File: config.mk
export PLATFORM = sky130hd
export DESIGN_NAME = eq_serial_cmp_amisha
export DESIGN_NICKNAME = d
export VERILOG_FILES = /design/src/rtl/eq_serial_cmp_amisha.sv
export SDC_FILE = /design/constraint.sdc
export NUM_CORES = 1
export LEC_CHECK = 0
export ABC_AREA = 1
export BUFFER_PORTS_ARGS = -buffer_cell sky130_fd_sc_hd__buf_2
export CORE_ASPECT_RATIO = 1.75
export CORE_MARGIN = 1
export CORE_UTILIZATION = 60
export CTS_BUF_LIST = sky130_fd_sc_hd__clkbuf_8
export DETAILED_ROUTE_END_ITERATION = 12
export PLACE_DENSITY = 0.83
export REMOVE_ABC_BUFFERS = 1
export SYNTH_ARGS = -nofsm -noshare
export SYNTH_HDL_FRONTEND = slang
export SYNTH_SLANG_ARGS = --single-unit
export TNS_END_PERCENT = 30
File: constraint.sdc
create_clock -name clk_amisha -period 3.1 [get_ports clk_amisha]
set_clock_uncertainty 0.15 [all_clocks]
set_input_delay 0.465 -clock clk_amisha [delete_from_list [all_inputs] [get_ports clk_amisha]]
set_output_delay 0.465 -clock clk_amisha [all_outputs]
set_load 0.02 [all_outputs]
File: src/rtl/eq_serial_cmp_amisha.sv
// Serial equality comparator: walks two latched operands one bit per cycle,
// LSB first, reports equality plus the lowest mismatching bit index, and keeps
// a saturating count of equal results.
module eq_serial_cmp_amisha #(
    parameter int WIDTH      = 8,
    parameter int EARLY_EXIT = 1,
    parameter int CNT_W      = 8,
    localparam int IDX_W     = $clog2(WIDTH)
) (
    input  logic             clk_amisha,
    input  logic             rst_n_amisha,
    input  logic             start_amisha,
    input  logic [WIDTH-1:0] a_amisha,
    input  logic [WIDTH-1:0] b_amisha,
    input  logic             clr_cnt_amisha,
    output logic             busy_amisha,
    output logic             done_amisha,
    output logic             eq_amisha,
    output logic [IDX_W-1:0] idx_amisha,
    output logic [CNT_W-1:0] match_cnt_amisha
);

    typedef enum logic [1:0] {
        IDLE = 2'd0,
        RUN  = 2'd1,
        DONE = 2'd2
    } state_t;

    localparam logic [IDX_W-1:0] LAST_IDX = IDX_W'(WIDTH - 1);
    localparam logic [CNT_W-1:0] CNT_MAX  = {CNT_W{1'b1}};
    localparam bit               STOP_ON_MISMATCH = (EARLY_EXIT != 0);

    state_t           state_q, state_d;
    logic [WIDTH-1:0] a_q, a_d;
    logic [WIDTH-1:0] b_q, b_d;
    logic [IDX_W-1:0] ptr_q, ptr_d;
    logic             acc_q, acc_d;
    logic [IDX_W-1:0] misIdx_q, misIdx_d;
    logic             eq_q, eq_d;
    logic [IDX_W-1:0] idx_q, idx_d;
    logic [CNT_W-1:0] cnt_q, cnt_d;

    logic             bitEq;
    logic             lastBit;
    logic             finish;

    // Bit-level equality of the currently selected operand bit
    always_comb begin
        bitEq   = (~a_q[ptr_q] & ~b_q[ptr_q]) | (a_q[ptr_q] & b_q[ptr_q]);
        lastBit = (ptr_q == LAST_IDX);
    end

    // Next-state logic for the scan FSM, result registers and match counter
    always_comb begin
        state_d  = state_q;
        a_d      = a_q;
        b_d      = b_q;
        ptr_d    = ptr_q;
        acc_d    = acc_q;
        misIdx_d = misIdx_q;
        eq_d     = eq_q;
        idx_d    = idx_q;
        cnt_d    = cnt_q;
        finish   = 1'b0;

        case (state_q)
            IDLE: begin
                if (start_amisha) begin
                    a_d      = a_amisha;
                    b_d      = b_amisha;
                    ptr_d    = '0;
                    acc_d    = 1'b1;
                    misIdx_d = '0;
                    state_d  = RUN;
                end
            end
            RUN: begin
                acc_d = acc_q & bitEq;
                if (acc_q && !bitEq) begin
                    misIdx_d = ptr_q;
                end
                finish = lastBit || (STOP_ON_MISMATCH && !bitEq);
                if (finish) begin
                    state_d = DONE;
                    eq_d    = acc_d;
                    idx_d   = acc_d ? '0 : misIdx_d;
                    if (acc_d && (cnt_q != CNT_MAX)) begin
                        cnt_d = cnt_q + CNT_W'(1);
                    end
                end else begin
                    ptr_d = ptr_q + IDX_W'(1);
                end
            end
            DONE: begin
                state_d = IDLE;
            end
            default: begin
                state_d = IDLE;
            end
        endcase

        if (clr_cnt_amisha) begin
            cnt_d = '0;
        end
    end

    // State and datapath registers with synchronous active-low reset
    always_ff @(posedge clk_amisha) begin
        if (!rst_n_amisha) begin
            state_q  <= IDLE;
            a_q      <= '0;
            b_q      <= '0;
            ptr_q    <= '0;
            acc_q    <= 1'b0;
            misIdx_q <= '0;
            eq_q     <= 1'b0;
            idx_q    <= '0;
            cnt_q    <= '0;
        end else begin
            state_q  <= state_d;
            a_q      <= a_d;
            b_q      <= b_d;
            ptr_q    <= ptr_d;
            acc_q    <= acc_d;
            misIdx_q <= misIdx_d;
            eq_q     <= eq_d;
            idx_q    <= idx_d;
            cnt_q    <= cnt_d;
        end
    end

    assign busy_amisha      = (state_q != IDLE);
    assign done_amisha      = (state_q == DONE);
    assign eq_amisha        = eq_q;
    assign idx_amisha       = idx_q;
    assign match_cnt_amisha = cnt_q;

endmodule

==> flow_summary.yaml <==
run_status:
  status: "finished clean"
worst_setup_path:
  timing.rr.end: "match_cnt_amisha[6]"
  cp_max_fo: 12
  crit_path_start_kind: "flip-flop"
  worst-r2r-setup-slack_ns: 1.03
  crit_type: "reg2reg"
  reg2reg_depth: 13
  slowest_stage: "dfxtp_1"
  worstPathRequired_ns: 3.13
  arrival_ns: 2.11
  critPathMostFrequentCell: "nand2_1"
  cpPeakStageDelay_ns: 0.57
  cp-startpoint: "ptr_q[0]"
  path_cells: "inv_2, nand2_1, nand3_1, nand2_1, nand2_1, nand2_1, nand2_2, nand2_4, nand4_4, nor2_4, nand2_1, nand2_1, nor2_1"
  rr_startpoint: "ptr_q[0]"
  end_kind: "flip-flop"
die:
  die_w_um: 43.0
  core-area_um2: 2750
  pin_count: 34
  row_count: 25
  die_y_um: 73.7
  start_util_pct: 64.1
  die_area_um2: 3170
worst_hold_path:
  hold_path.class: "reg2reg"
  holdPathStages: 2
  min-delay-start: "a_q[0]"
  whs_endpoint: "a_q[0]"
clock_network:
  ctsHtreeMaxLevel: 2
  cts_buffers: 5
  cts_root_buffer: "clkbuf_8"
  cts.repair.resized: 0
  clock_path_buffers: 2
  cts_tree: "built"
  insertion_delay_ns: 0.29
  holdBufCountCts: 0
  cts.sinks: 37
  clkTransAtPathRegs_ns: 0.08
  post_cts_buffers: 0
cells_and_area:
  fin_area_um2: 2020
  final_core_util_pct: 73.4
  drive_above_1_share_pct: 18.2
  diodes: 0
  fin_cells: 323
  synthToLayoutAreaGrowth_pct: 14.5
  nets: 318
logic_synthesis:
  synth_edf_count: 0
  yosys.area_share.simple_pct: 32.7
  synthTopCellsByArea: "dfxtp_1, nand2_1, a21oi_1"
  synth_top_area_share_pct: 42.0
  ys_seq_area_share_pct: 42.0
  yosysMostFrequentCell: "nand2_1"
  synthCells: 261
  synth_area_um2: 1760
  synth_xor_xnor_area_share_pct: 0.993
  avgSynthCellArea_um2: 6.76
  synth_ff_type: "dfxtp_1"
  synth_top_family_by_area: "simple AND/OR/NAND/NOR gates"
  yosys.area.top_type: "dfxtp_1"
  synth-async-reset-ratio_pct: 0
  yosysUniqueCellTypes: 21
  yosys_warnings: 0
  synthAdderAreaFrac_pct: 2.13
  ys_top_cells_by_count: "nand2_1, dfxtp_1, inv_1"
  synth_compound_gate_area_share_pct: 13.5
  synth-seq-cells: 37
  synthMuxAreaShare_pct: 0
drt:
  drtIter0Drc: 17
  vias: 1655
  drc: 0
  dr.pass1.iters: 4
  ant_nets: 0
  viasPerCell: 5.12
  post_drt_wl_per_cell_um: 11.4
  drt_wl_total_mm: 3.69
timing:
  max_slew_margin_pct: 64.3
  setup_viol: 0
  worst_pin_slew_ns: 0.534
  timing.final.crit_share_pct: 66.9
  drv_slew: 0
  rsz0062_at_grt: "false"
  tns_ns: 0
  clock.fmax_mhz: 482
  final.min_clock_period_ns: 2.07
  worst_slack_ns: 1.03
  hold_viol: 0
power:
  ir_worst_vdd_v: 0.000441
  p_leak_nw: 0.978
  p_per_area_nw_per_um2: 532
grt:
  grt_pass1_vias: 1619
  grt_overflow: 0
  grt_start_max_net_pins: 35
  grt_pass1_wl_mm: 6.35
  track_usage_pct: 25.9
  antenna_found_initial: 0
placed_design:
  port_buffers: 33
  post-place-ws_ns: 1.06
  postPlaceCellArea_um2: 1940
  dpl.hpwl_mm: 2.74
  place_inst: 315
  place.gp.congestion: 0.932
run:
  cap_violations: 0
==> critical path: cells and delay by family (launching register included) <==
family                 cells  cell delay [ns]
AND/OR/NAND/NOR           12             1.09
buffers and inverters      1             0.16
flip-flops                 1             0.57
==> final cells by class <==
| cell class | instances | area (µm²) |
|---|---|---|
| Multi-Input combinational cell | 185 | 870 |
| Fill cell | 246 | 733 |
| Clock inverter | 3 | 13.8 |
| Inverter | 32 | 120 |
| Tap cell | 27 | 33.8 |
| Sequential cell | 37 | 741 |
| Clock buffer | 5 | 68.8 |
| Timing Repair Buffer | 34 | 173 |
==> layout by cell type (no fill, tap or decap), types with 2 or more instances in the layout <==
master | Yosys | final
inv_2 | 2 | 2
buf_2 | 0 | 33
nor3_1 | 2 | 2
nand2_2 | 3 | 3
a21oi_1 | 28 | 28
nor2_1 | 24 | 24
nor2_2 | 5 | 5
clkinv_2 | 0 | 2
clkbuf_8 | 0 | 5
dfxtp_1 | 37 | 37
nand3_1 | 14 | 14
o21ai_0 | 18 | 18
inv_1 | 30 | 31
nand2_1 | 80 | 80
xnor2_1 | 2 | 2
ha_1 | 3 | 3
==> cell families (layout without fill, tap and decap cells) <==
family                     count (synthesis)  count (layout)
xor gates and xnor gates                   2               2
adders and majority gates                  3               3
buffers and inverters                     39              74
AOI/OAI and AO/OA                         47              47
DFF                                       37              37
and+or+nand+nor                          133             133
==> through the flow <==
stage          total power [mW]  hold WS (ns)
2_1_floorplan             0.704         0.279
3_3_place_gp              0.756         0.292
3_5_place_dp              0.762         0.296
4_1_cts                    1.08         0.307
5_1_grt                    1.13         0.329
6_report                   1.07         0.305
==> sequential cells by signal (all words and copies together) (netlist names) <==
name,cells
misIdx_q,3
idx_amisha,3
eq_amisha,1
match_cnt_amisha,8
ptr_q,3
acc_q,1
state_q,2
b_q,8
a_q,8
==> layer usage <==
layer  vias to the layer above  wire [µm]  global-route usage [%]
met5                         -          0                       0
met4                         0         57                    9.76
met3                         6         93                    4.42
met2                        25       2040                    51.3
met1                       741       1500                    25.5
li1                        883          -                       -
==> power breakdown <==
group          switching, mW  internal [mW]  leakage, nW  total, mW
sequential            0.0196          0.508        0.303      0.527
clock                  0.171          0.153       0.0491      0.324
combinational          0.149         0.0751        0.626      0.224
total                  0.339          0.735        0.978       1.07
==> worst max-delay path by stage <==
stage / cells past startpoint / slack [ns] / endpoint
after global routing: 13 / 0.76 / match_cnt_amisha[0]
after detailed placement: 13 / 1.06 / match_cnt_amisha[6]
after floorplan: 13 / 1.32 / match_cnt_amisha[0]
after CTS: 13 / 1.03 / match_cnt_amisha[6]
after global placement: 5 / 1.13 / match_cnt_amisha[7]
final: 13 / 1.03 / match_cnt_amisha[6]
No activity file was read; power rests on OpenSTA's default activity.
